===== config.mk =====
export PLATFORM = sky130hd
export DESIGN_NAME = bluetooth_decoder
export DESIGN_NICKNAME = d
export VERILOG_FILES = /design/src/rtl/bluetooth_decoder.sv
export SDC_FILE = /design/constraint.sdc
export NUM_CORES = 1
export LEC_CHECK = 0
export ABC_AREA = 1
export CORE_MARGIN = 3
export CORE_UTILIZATION = 51
export DETAILED_ROUTE_END_ITERATION = 8
export PLACE_DENSITY = 0.72
export SLEW_MARGIN = 20
export SYNTH_ARGS = -nofsm -noshare
export SYNTH_HDL_FRONTEND = slang
export SYNTH_SLANG_ARGS = --single-unit

===== constraint.sdc =====
create_clock -name clk -period 3.3 [get_ports clk]
set_input_delay 0.495 -clock clk [delete_from_list [all_inputs] [get_ports clk]]
set_output_delay 0.495 -clock clk [all_outputs]
set_load 0.005 [all_outputs]

===== src/rtl/bluetooth_decoder.sv =====
`default_nettype none
// ============================================================================
//  Module      : bluetooth_decoder
//  Description : Parses the BLE module's ASCII reply to AT+BLEUARTRX into an
//                up-to-4-byte payload (first byte in [7:0]) and a status code.
//  Revision    : 1.0  initial release
// ============================================================================
module bluetooth_decoder #(
    parameter int TIMEOUT_CYCLES = 1000000
) (
    input  logic        clk,
    input  logic        reset,
    input  logic        start,
    input  logic [7:0]  rx_data,
    input  logic        rx_valid,
    output logic [31:0] output_data,
    output logic [2:0]  byte_count,
    output logic [1:0]  error_code,
    output logic        data_valid,
    output logic        done
);

    localparam int c_TW = (TIMEOUT_CYCLES > 2) ? $clog2(TIMEOUT_CYCLES) : 1;
    // Comparing against LIMIT-2 makes the finish land as the timer reaches LIMIT-1
    localparam logic [c_TW-1:0] c_TIMER_LAST = c_TW'(TIMEOUT_CYCLES - 2);

    localparam logic [1:0] c_ST_IDLE      = 2'd0;
    localparam logic [1:0] c_ST_LINE      = 2'd1;
    localparam logic [1:0] c_ST_EXPECT_LF = 2'd2;
    localparam logic [1:0] c_ST_FINISH    = 2'd3;

    localparam logic [1:0] c_CODE_OK      = 2'd0;
    localparam logic [1:0] c_CODE_MODERR  = 2'd1;
    localparam logic [1:0] c_CODE_FRAMING = 2'd2;
    localparam logic [1:0] c_CODE_TIMEOUT = 2'd3;

    localparam logic [7:0]  c_CR       = 8'h0D;
    localparam logic [7:0]  c_LF       = 8'h0A;
    localparam logic [15:0] c_STR_OK   = 16'h4B4F;
    localparam logic [39:0] c_STR_ERR  = 40'h52_4F_52_52_45;

    logic [1:0]      r_state;
    logic [1:0]      w_state_next;
    logic [31:0]     r_output_data;
    logic [2:0]      r_byte_count;
    logic [1:0]      r_error_code;
    logic [39:0]     r_line_buf;
    logic [2:0]      r_line_len;
    logic            r_line_ovf;
    logic            r_payload_seen;
    logic [c_TW-1:0] r_timer;

    logic            w_finish;
    logic [1:0]      w_code;
    logic            w_take_payload;
    logic            w_timeout;
    logic            w_is_ok;
    logic            w_is_err;

    assign w_is_ok   = (r_line_len == 3'd2) && (r_line_buf[15:0] == c_STR_OK);
    assign w_is_err  = (r_line_len == 3'd5) && (r_line_buf == c_STR_ERR);
    assign w_timeout = !rx_valid && (r_timer == c_TIMER_LAST);

    always_ff @(posedge clk) begin
        if (reset) begin
            r_state <= c_ST_IDLE;
        end else begin
            r_state <= w_state_next;
        end
    end

    always_comb begin
        w_state_next   = r_state;
        w_finish       = 1'b0;
        w_code         = c_CODE_OK;
        w_take_payload = 1'b0;
        case (r_state)
            c_ST_IDLE: begin
                if (start) begin
                    w_state_next = c_ST_LINE;
                end
            end
            c_ST_LINE: begin
                if (rx_valid) begin
                    if (rx_data == c_CR) begin
                        w_state_next = c_ST_EXPECT_LF;
                    end
                end else if (w_timeout) begin
                    w_finish = 1'b1;
                    w_code   = c_CODE_TIMEOUT;
                end
            end
            c_ST_EXPECT_LF: begin
                if (rx_valid) begin
                    if (rx_data != c_LF) begin
                        w_finish = 1'b1;
                        w_code   = c_CODE_FRAMING;
                    end else if (w_is_ok) begin
                        w_finish = 1'b1;
                        w_code   = c_CODE_OK;
                    end else if (w_is_err) begin
                        w_finish = 1'b1;
                        w_code   = c_CODE_MODERR;
                    end else if (r_line_len == 3'd0) begin
                        w_state_next = c_ST_LINE;
                    end else if (!r_payload_seen && !r_line_ovf && (r_line_len <= 3'd4)) begin
                        w_state_next   = c_ST_LINE;
                        w_take_payload = 1'b1;
                    end else begin
                        w_finish = 1'b1;
                        w_code   = c_CODE_FRAMING;
                    end
                end else if (w_timeout) begin
                    w_finish = 1'b1;
                    w_code   = c_CODE_TIMEOUT;
                end
            end
            c_ST_FINISH: begin
                w_state_next = c_ST_IDLE;
            end
            default: begin
                w_state_next = c_ST_IDLE;
            end
        endcase
        if (w_finish) begin
            w_state_next = c_ST_FINISH;
        end
    end

    always_ff @(posedge clk) begin
        if (reset) begin
            r_output_data  <= '0;
            r_byte_count   <= '0;
            r_error_code   <= '0;
            r_line_buf     <= '0;
            r_line_len     <= '0;
            r_line_ovf     <= 1'b0;
            r_payload_seen <= 1'b0;
            r_timer        <= '0;
        end else begin
            case (r_state)
                c_ST_IDLE: begin
                    if (start) begin
                        r_output_data  <= '0;
                        r_byte_count   <= '0;
                        r_error_code   <= '0;
                        r_line_buf     <= '0;
                        r_line_len     <= '0;
                        r_line_ovf     <= 1'b0;
                        r_payload_seen <= 1'b0;
                        r_timer        <= '0;
                    end
                end
                c_ST_LINE, c_ST_EXPECT_LF: begin
                    r_timer <= rx_valid ? '0 : r_timer + 1'b1;
                    if (w_finish) begin
                        r_error_code <= w_code;
                    end
                    if (rx_valid && (r_state == c_ST_LINE) && (rx_data != c_CR)) begin
                        if (r_line_len < 3'd5) begin
                            r_line_buf[{r_line_len, 3'b000} +: 8] <= rx_data;
                            r_line_len <= r_line_len + 3'd1;
                        end else begin
                            r_line_ovf <= 1'b1;
                        end
                    end
                    if (rx_valid && (r_state == c_ST_EXPECT_LF) && (rx_data == c_LF)) begin
                        r_line_buf <= '0;
                        r_line_len <= '0;
                        r_line_ovf <= 1'b0;
                        if (w_take_payload) begin
                            r_output_data  <= r_line_buf[31:0];
                            r_byte_count   <= r_line_len;
                            r_payload_seen <= 1'b1;
                        end
                    end
                end
                default: begin
                end
            endcase
        end
    end

    // FINISH is a one-cycle state so a start arriving with the pulse is ignored
    always_comb begin
        output_data = r_output_data;
        byte_count  = r_byte_count;
        error_code  = r_error_code;
        data_valid  = (r_state == c_ST_FINISH);
        done        = (r_state == c_ST_IDLE) || (r_state == c_ST_FINISH);
    end

endmodule
`default_nettype wire


# Yosys cells after proc, flatten, opt, wreduce, memory -nomap -nowiden
# Cells that the tools add are included.
totals:
  reg_bits: 104
  latchBits: 0
  ramBits: 0
  mem_bits_ro: 0
  in_bits: 12
  output_inout_bits: 39
  elab_cells: 134
  memories: 0
classes:
  n_addsub: 3
  multipliers: 0
  n_div: 0
  magnitude_cmp: 2
  n_eq_ne: 27
  shift: 2
  muxes: 68
  bitwise_logic: 0
  reduce_logical: 23
op_table:
  columns: ["cell", "count"]
  rows:
  - ["$mux 40", 4]
  - ["$mux 32", 3]
  - ["$pmux 40 s2", 1]
  - ["$pmux 32 s2", 1]
  - ["$bwmux 40", 1]
  - ["$eq 40x39->1 const B", 1]
  - ["$mux 2", 20]
  - ["$mux 20", 2]
  - ["$pmux 20 s2", 1]
  - ["$shift 8x8->40 const A", 1]
  - ["$shiftx 8x8->40", 1]
  - ["$ne 3x3->1 const B", 10]
  - ["$mux 1", 21]
  - ["$add 20x1->20 const B", 1]
  - ["$eq 20x20->1 const B", 1]
  - ["$mux 3", 6]
  - ["$eq 16x15->1 const B", 1]
  - ["$eq 8x4->1 const B", 2]
  - ["$ne 8x4->1 const B", 2]
  - ["$pmux 3 s2", 2]
  - ["$reduce_and 4->1", 3]
  - ["$logic_and 1x1->1", 9]
  - ["$ne 2x2->1 const B", 4]
  - ["$neg 6->8", 1]
  - ["other kinds (20)", 26]

# Longest topological paths before layout
# Gate-level depths: netlist of the first run.
depth:
  depth_word: 13
  mapped_depth: 17
  mapped_depth_nobuf: 16

# Worst setup path before layout of the first run
# Ideal clock, no wire load.
synth_timing:
  kind: "register -> register"
  startpoint: "reg r_line_len[0]"
  endpoint: "reg r_line_buf[29]"
  setup_time_ns: 0.070
  arrival_time_ns: 2.296
  required_ns: 3.230
  setup_slack_ns: 0.933
  stages_incl_launch_ff: 14
  path_buffers: 3
  period_less_slack_ns: 2.367
  cell_sequence: "dfxtp_1 -> inv_1 -> clkbuf_1 -> ha_1 -> ha_1 -> buf_2 -> clkinv_1 -> clkbuf_1 -> nand2_1 -> nor2_1 -> nand3_1 -> nor3_1 -> nand3_1 -> a21oi_1"
synth_between:
  elab_chain_cells: 7
  word_cells_on_any_way: 11
  cone_classes: "add/sub (1); order compare (1); eq/ne (1); shift (2); mux (5); reduce/logical (1)"
synth_rtl:
  columns: ["element", "line_no", "source"]
  rows:
  - ["from (decl)", "48", "logic [2:0] r_line_len;"]
  - ["from (signal assigned)", "162", "r_line_len <= r_line_len + 3'd1;"]
  - ["$neg 6->8", "161", "r_line_buf[{r_line_len, 3'b000} +: 8] <= rx_data;"]
  - ["$shiftx 8x8->40 or $shift 8x8->40 (tied branches)", "161", null]
  - ["$bwmux 40", "161", null]
  - ["$mux 40", "160", "if (r_line_len < 3'd5) begin"]
  - ["$mux 40", "159", "if (rx_valid && (r_state == c_ST_LINE) && (rx_data != c_CR)) begin"]
  - ["$mux 40", "167", "if (rx_valid && (r_state == c_ST_EXPECT_LF) && (rx_data == c_LF)) begin"]
  - ["$pmux 40 s2", "141", "case (r_state)"]
  - ["to (signal, indexed assignment)", "161", null]
  - ["to (decl)", "47", "logic [39:0] r_line_buf;"]
# Several ways; a longest one is shown, not always the timed one. The select of a mux whose other input is x is not followed.
# A chain may end at the register's enable or synchronous reset.

# Final worst setup path of the first run
layout_timing:
  startpoint: "reg r_state[0]"
  endpoint: "out done"
layout_between:
  elab_chain_cells: 2
  word_cells_on_any_way: 3
  cone_classes: "eq/ne (1); reduce/logical (2)"
layout_rtl:
  columns: ["element", "line_no", "source"]
  rows:
  - ["from (decl)", "42", "logic [1:0] r_state;"]
  - ["from (signal assigned)", "66", "r_state <= c_ST_IDLE;"]
  - ["from (signal assigned)", "68", "r_state <= w_state_next;"]
  - ["$eq 2x2->1 or $logic_not 2->1 (tied branches)", "190", "done = (r_state == c_ST_IDLE) || (r_state == c_ST_FINISH);"]
  - ["$logic_or 1x1->1 (*)", "190", null]
  - ["to (decl)", "20", "output logic done"]
# Mark *: on every way between the ends. The rest lies on a longest branch, timed or not.

==> results of run 1 <==
how the worst min path moves through the flow:
stage / to / startpoint
after floorplan: r_line_ovf / r_line_ovf
after global placement: output_data[14] / output_data[14]
after detailed placement: r_line_ovf / r_line_ovf
after CTS: r_line_ovf / r_line_ovf
after global routing: error_code[0] / error_code[0]
final: error_code[0] / error_code[0]
routing by layer:
metal,GRT usage,up-vias
met2,0.386,256
met3,0.0620,24
li1,-,3016
met5,0,-
met1,0.392,2737
met4,0.0713,0
cells by family after synthesis:
| kind of cell | Yosys count |
|---|---|
| AO/OA/AOI/OAI | 125 |
| flip-flops | 104 |
| buffers and inverters | 132 |
| adder cells (fa/ha/maj) | 12 |
| AND/OR/NAND/NOR | 505 |
cells in the mapped netlist (2+ instances only):
master / instances
a211oi_1: 3
a21oi_1: 92
a21oi_4: 2
a221oi_1: 4
a31oi_1: 3
buf_2: 9
buf_4: 3
buf_6: 5
clkbuf_1: 27
clkinv_1: 4
dfxtp_1: 104
ha_1: 12
inv_1: 79
inv_2: 5
nand2_1: 202
nand2_2: 3
nand2_4: 4
nand3_1: 81
nand4_1: 62
nor2_1: 101
nor2_2: 2
nor3_1: 30
nor4_1: 12
o21ai_0: 13
o21ai_2: 2
critical path, cell delays in order (launching register included):
cell             delay (ps)
dfxtp_1                 380
inv_1                    80
ha_1                    320
inv_2                   220
buf_4                   320
clkdlybuf4s50_1         550
through the flow:
step | std cells | hold slack, ps | cell area (µm²)
after floorplan | 878 | 439 | 5810
after global routing | 1056 | 480 | 6650
after CTS | 1056 | 464 | 6650
after detailed placement | 1040 | 453 | 6370
final | 1056 | 463 | 6650
after global placement | 1040 | 453 | 6370
registers in the layout (all words and copies together), names as in the netlist:
name,cells
r_state,2
r_payload_seen,1
r_timer,20
error_code,2
r_line_buf,40
r_line_ovf,1
output_data,32
r_line_len,3
byte_count,3
area by class of cell:
cell class                 instances  area, µm²
multi-input combinational        642       3170
clock inverter                     5       32.5
inverter                          88        330
tap                              140        175
fill                            1089       4340
sequential                       104       2080
timing repair buffer              66        616
clock buffer                      11        243
report_power, final:
group	leakage (nW)	internal [W]	switching, W	total, W
sequential	0.839	0.00132	0.0000609	0.00138
combinational	1.31	0.000447	0.00144	0.00189
clock	0.139	0.000532	0.000476	0.00101
total	2.29	0.00229	0.00198	0.00428
==> impl_results.md, run 1 <==
* Initial antenna violation count at 0
* Relative max-transition margin at 0.414
* Yosys reg bits at 104
* Cell count after synthesis at 878
* Post-CTS Setup Inserts at 0
* Synth Flop Type: dfxtp_1
* Critical path peak fanout at 25
* Post-synthesis net count at 902
* TritonCTS Buffers at 9
* Min-delay worst type: flop to flop
* Critical path class: flop to primary output
* Post-synth top area share at 0.359
* Remaining DRCs at 0
* Routed wl met3 at 1.39 mm
* Worst slew pin tran at 879 ps
* Status: complete, no violations
* Worst-case clock buffer depth at 2
* Fraction of registers with async set/reset at 0
* Global route overflow at 0
* Post-route setup TNS at 0 ps
* Worst setup path startpoint: r_state[0]
* Port-buffer cells at 50
* Final Hold Vio Count at 0
* Largest family of logic cells by synthesized area: simple AND/OR/NAND/NOR gates
* CP required at 2800 ps
* GR Util All Layers at 0.265
* Routed len/inst at 15.9 µm
* DR pass1 iterations at 6
* CTS tree: built
* Worst Skew at 6.98 ps
* Power Density at 643 nW/µm²
* Synth Area in Adders at 0.0259
* Via density at 5.71
* Crit end category: primary output
* CTS root buf: clkbuf_16
* Worst r2r path cells at 10
* RR Endpoint: r_line_buf[26]
* Die Ht at 113 µm
* Routed wire length at 16.8 mm
* Initial core utilization at 0.529
* M1 WL at 8.00 mm
* IO Pins at 51
* Post-synthesis simple-gate area fraction at 0.398
* Fin crit share at 0.826
* H-tree levels at 3
* Post-DP HPWL at 12.6 mm
* Distinct cells, synth at 39
* Synth Area in Compound Gates at 0.122
* Met2 routed WL at 7.14 mm
* Highest Clock Rate at 367 MHz
* Post-CTS sizing at 0
* Number of cell rows at 38
* Setup-failing EPs final at 0
* Global-route wire length before repair at 27.2 mm
* Largest net degree at the start of global routing at 86
* DIE AREA at 12700 µm²
* Initial DRC count at 744
* Maximum vdd drop at 744 µV
* Mapped Area at 5810 µm²
* GP Congestion at 0.973
* Post-synthesis xor/xnor area fraction at 0
* Vias in the first global route at 5278
* CTS clk-pin slew, worst paths at 70 ps
* Overall power at 0.00428 W
* Core Util, Final at 0.605
* MaxCap Viol Count at 0
* CTS Hold Bufs at 0
* Internal reg-to-reg setup slack at 670 ps
* Yosys warning count at 0
* Mux contribution to synthesized area at 0
* Setup crit end: done
* Largest area contributor in the netlist: dfxtp_1
* Area growth, synth to finish at 14.5%
* Vias post-DR at 6033
* Leading cell type in the layout, fill and taps excluded: nand2_1
* Highest Signal Layer: met4
* Post-synth EDFFs at 0
* Setup ws final at 575 ps
* Worst EP arrival at 2230 ps
* Clk sinks at 104
* Hold depth at 2
* Core box area at 11000 µm²
* RSZ-0062 raised after global routing: false
* Ant diodes at 0
* Post-route ant nets at 0
* Final nets at 935
* Max Slew Vio Count at 0
* Startpoint types: flop
* Skew-Pair Late Insertion Delay at 350 ps
* Commonest non-fill, non-tap cells in the layout: nand2_1, dfxtp_1, nor2_1, a21oi_1, nand3_1
* Die W at 113 µm
* Seq/Total Area, Yosys at 0.359
* P_leak at 2.29 nW
* Dominant cells by area after synthesis: dfxtp_1, nand2_1, a21oi_1, nand3_1, nand4_1
* Final min period at 2720 ps
* Post-place setup slack at 357 ps
* Share of cells above drive strength 1 at 0.0622
* Avg Cell Area, Syn at 6.61 µm²
* Reg2reg start: r_line_len[1]
(Power assumes the default switching activity.)
==> run 2, diff against run 1 <==
Clock period 3.3 ns to 2.6 ns, I/O delays scaled along.
==> impl_results.md, run 2 (synthesis results as in run 1) <==
* Status: complete, no violations
* Initial core utilization at 0.529
* Sw Ratio at 0.451
* Clk sinks at 104
* Worst EP arrival at 2120 ps
* Vias in the first global route at 5730
* CTS tree: built
* Worst-case clock buffer depth at 2
* Setup ws final at 94.5 ps
* Port-buffer cells at 50
* MaxCap Viol Count at 0
* Routed len/inst at 16.1 µm
* CP delay by family, top: buffers and inverters
* Largest Register: r_line_buf
* Max FFs per register at 40
* P_leak at 2.41 nW
* Ant diodes at 0
* Critical path class: flop to primary output
* Largest net degree at the start of global routing at 65
* Crit path buf inv count at 4
* IO Pins at 51
* Post-place setup slack at 78.4 ps
* Relative max-transition margin at 0.681
* Startpoint types: flop
* Cell Chain, Critical Path: inv_1 > ha_1 > inv_2 > buf_8 > clkdlybuf4s50_1
* Final nets at 957
* Global-route wire length before repair at 28.3 mm
* Post-CTS sizing at 1
* Skew-Pair Late Insertion Delay at 360 ps
* CTS clk-pin slew, worst paths at 70 ps
* Switching pwr at 0.00259 W
* Post-DP HPWL at 13.0 mm
* Global route overflow at 0
* Logic pwr share at 0.466
* Leading cell type in the layout, fill and taps excluded: nand2_1
* Routed wire length at 17.4 mm
* Remaining DRCs at 0
* TritonCTS Buffers at 9
* Die W at 113 µm
* Share of cells above drive strength 1 at 0.0853
* Final min period at 2510 ps
* Highest Clock Rate at 399 MHz
* CP peak stage delay at 530 ps
* DIE AREA at 12700 µm²
* Clock power frac at 0.231
* Area growth, synth to finish at 18.5%
* CTS Hold Bufs at 0
* Post-route setup TNS at 0 ps
* DR pass1 iterations at 6
* Flop pwr share at 0.303
* Critical path peak fanout at 34
* CTS root buf: clkbuf_16
* Via density at 5.75
* Worst Skew at 6.78 ps
* Worst slew pin tran at 479 ps
* Int Power at 0.00315 W
* Min-delay worst type: flop to flop
* GP Congestion at 0.979
* Vias post-DR at 6201
* RSZ-0062 raised after global routing: false
* Commonest non-fill, non-tap cells in the layout: nand2_1, dfxtp_1, nor2_1, a21oi_1, nand3_1
* Final Hold Vio Count at 0
* Fin crit share at 0.964
* Number of cell rows at 38
* Max Slew Vio Count at 0
* CP required at 2210 ps
* Die Ht at 113 µm
* Post-route ant nets at 0
* Power Density at 834 nW/µm²
* Maximum vdd drop at 1060 µV
* Internal reg-to-reg setup slack at 150 ps
* Setup-failing EPs final at 0
* Core box area at 11000 µm²
* Post-CTS Setup Inserts at 0
* Crit end category: primary output
* Initial DRC count at 632
* Initial antenna violation count at 0
* H-tree levels at 3
* Worst path slowest cell: clkdlybuf4s50_1
* GR Util All Layers at 0.279
## run 2: path summary, 6_finish.rpt
check,from,endpoint,cells past startpoint
min,r_line_ovf,r_line_ovf,2
max reg2reg,r_state[0],r_timer[5],9
min reg2reg,r_line_ovf,r_line_ovf,2
max,r_state[0],done,5
## run 2: power by group through the flow
| stage | Sequential (W) | Combinational [W] | Clock [W] |
|---|---|---|---|
| 4_1_cts | 0.00174 | 0.00263 | 0.00134 |
| 3_3_place_gp | 0.00177 | 0.00255 | 0 |
| 3_5_place_dp | 0.00177 | 0.00261 | 0 |
| 2_1_floorplan | 0.00175 | 0.00187 | 0 |
| 5_1_grt | 0.00175 | 0.00292 | 0.00140 |
| 6_report | 0.00174 | 0.00268 | 0.00132 |
## run 2: tightest hold or removal path, delay by kind of cell, from the launching register on
family | cells | cell delay (ps)
compound gates | 1 | 50
flops | 1 | 310
simple gates | 1 | 60
## run 2: area by class of cell
class | count | area [µm²]
multi-input combinational | 642 | 3170
clock buffer | 12 | 256
clock inverter | 4 | 26.3
fill | 1027 | 4100
sequential | 104 | 2080
inverter | 88 | 330
tap | 140 | 175
timing repair buffer | 88 | 838
## run 2: per-layer routing
metal  part of all wire  wire length (µm)  GRT usage  vias to the layer above
met5                  0                 0          0                        -
met4              0.027               467     0.0954                        0
met3              0.075              1300     0.0594                       39
met2               0.43              7480      0.425                      227
met1               0.47              8140      0.393                     2874
li1                   -                 -          -                     3061
## run 2: stage by stage
step	area (µm²)	total power [W]	util	instances	hold WS, ps
2_1_floorplan	5810	0.00362	-	878	439
3_3_place_gp	6590	0.00432	0.600	1062	450
3_5_place_dp	6590	0.00438	0.600	1062	455
4_1_cts	6870	0.00571	0.626	1078	465
5_1_grt	6880	0.00607	0.626	1078	488
6_report	6880	0.00574	0.626	1078	463
==> run 3, diff against run 2 <==
Settings changed: SKIP_LAST_GASP set to 1, TNS_END_PERCENT set to 20.
==> impl_results.md, run 3 (synthesis results as in run 1) <==
* Status: complete, no violations
* H-tree levels at 3
* Critical path peak fanout at 34
* Global-route wire length before repair at 28.3 mm
* Worst EP arrival at 2150 ps
* CTS Hold Bufs at 0
* Post-DP HPWL at 13.0 mm
* TritonCTS Buffers at 9
* Clk sinks at 104
* Design Area, Final at 6880 µm²
* CP peak stage delay at 550 ps
* CTS tree: built
* Worst slew pin tran at 484 ps
* IO Pins at 51
* Post-route ant nets at 0
* GR Util All Layers at 0.279
* Area growth, synth to finish at 18.4%
* DR pass1 iterations at 5
* Leading cell type in the layout, fill and taps excluded: nand2_1
* Fin crit share at 0.978
* Crit path buf inv count at 4
* CTS clk-pin slew, worst paths at 70 ps
* DP Cell Count at 1062
* CTS root buf: clkbuf_16
* GP Congestion at 0.979
* Crit end category: primary output
* Via density at 5.70
* Max FFs per register at 40
* Global route overflow at 0
* Largest Register: r_line_buf
* Port-buffer cells at 50
* Routed wire length at 17.4 mm
* Worst-case clock buffer depth at 2
* Initial antenna violation count at 0
* Startpoint types: flop
* Vias post-DR at 6140
* Die Ht at 113 µm
* Min-delay worst type: flop to flop
* Reg2reg start: r_state[0]
* Post-route setup TNS at 0 ps
* Int Power at 0.00314 W
* MaxCap Viol Count at 0
* Clock power frac at 0.231
* Critical path class: flop to primary output
* Final min period at 2540 ps
* Share of cells above drive strength 1 at 0.0853
* Core Util, Final at 0.626
* Core box area at 11000 µm²
* RR Endpoint: r_timer[5]
* Maximum vdd drop at 1050 µV
* Die W at 113 µm
* Final Hold Vio Count at 0
* Setup-failing EPs final at 0
* Post-CTS Setup Inserts at 0
* Logic pwr share at 0.466
* Vias in the first global route at 5730
* Sw Ratio at 0.452
* Commonest non-fill, non-tap cells in the layout: nand2_1, dfxtp_1, nor2_1, a21oi_1, nand3_1
* Initial DRC count at 629
* Remaining DRCs at 0
* Finished Layout Cells at 1078
* CP delay by family, top: buffers and inverters
* Worst setup path startpoint: r_state[0]
* Number of cell rows at 38
* Area of placed instances at 6590 µm²
* Skew-Pair Late Insertion Delay at 360 ps
* Ant diodes at 0
* Worst path slowest cell: clkdlybuf4s50_1
* Internal reg-to-reg setup slack at 170 ps
* DIE AREA at 12700 µm²
* Worst r2r path cells at 9
* Highest Clock Rate at 393 MHz
* Final hold slack at 464 ps
* Switching pwr at 0.00259 W
* Relative max-transition margin at 0.677
* Worst Skew at 7.09 ps
* Post-CTS sizing at 1
* Worst path depth at 5
* Initial core utilization at 0.529
* P_leak at 2.41 nW
* CP required at 2210 ps
* Flop pwr share at 0.303
* Hold depth at 2
* Setup crit end: done
* Routed len/inst at 16.1 µm
* Max Slew Vio Count at 0
* RSZ-0062 raised after global routing: true
* Final nets at 957
* Largest net degree at the start of global routing at 65
* Power Density at 834 nW/µm²
* Cell Chain, Critical Path: inv_1 > ha_1 > inv_2 > buf_6 > clkdlybuf4s50_1
==> run 3: worst min-delay path, stage by stage (launching register included) <==
cell and delay, ps:
dfxtp_1 310, nand2_1 60, a21oi_1 50
==> run 3: how the worst min path moves through the flow <==
| stage | from | endpoint |
|---|---|---|
| floorplan | r_line_ovf | r_line_ovf |
| global placement | r_line_ovf | r_line_ovf |
| detailed placement | byte_count[1] | byte_count[1] |
| CTS | byte_count[1] | byte_count[1] |
| global route | output_data[18] | output_data[18] |
| finish | r_line_ovf | r_line_ovf |
==> run 3: layout make-up <==
class                   instances  area, µm²
clock buffers                  12        256
clock inverters                 4       26.3
fillers                      1025       4110
inverters                      88        330
multi-input cells             642       3170
flip-flops and latches        104       2080
well taps                     140        175
repair buffers                 88        835
==> run 3: power groups by stage <==
stage	clock network [W]	logic (W)	registers, W
floorplan	0	0.00187	0.00175
global placement	0	0.00255	0.00177
detailed placement	0	0.00261	0.00177
CTS	0.00134	0.00263	0.00174
global route	0.00140	0.00291	0.00175
finish	0.00132	0.00267	0.00174
==> run 3: metal layers <==
metal,vias to the layer above,part of all wire,global-route usage
li1,3056,-,-
met1,2834,0.47,0.393
met2,216,0.43,0.425
met3,34,0.070,0.0594
met4,0,0.025,0.0954
met5,-,0,0
==> run 3: per-stage QoR <==
step                      setup slack [ps]  total power (W)
after global placement                 149          0.00432
after detailed placement              78.4          0.00438
after CTS                             51.4          0.00571
after floorplan                        233          0.00362
after global routing                 -16.7          0.00606
final                                 58.0          0.00573
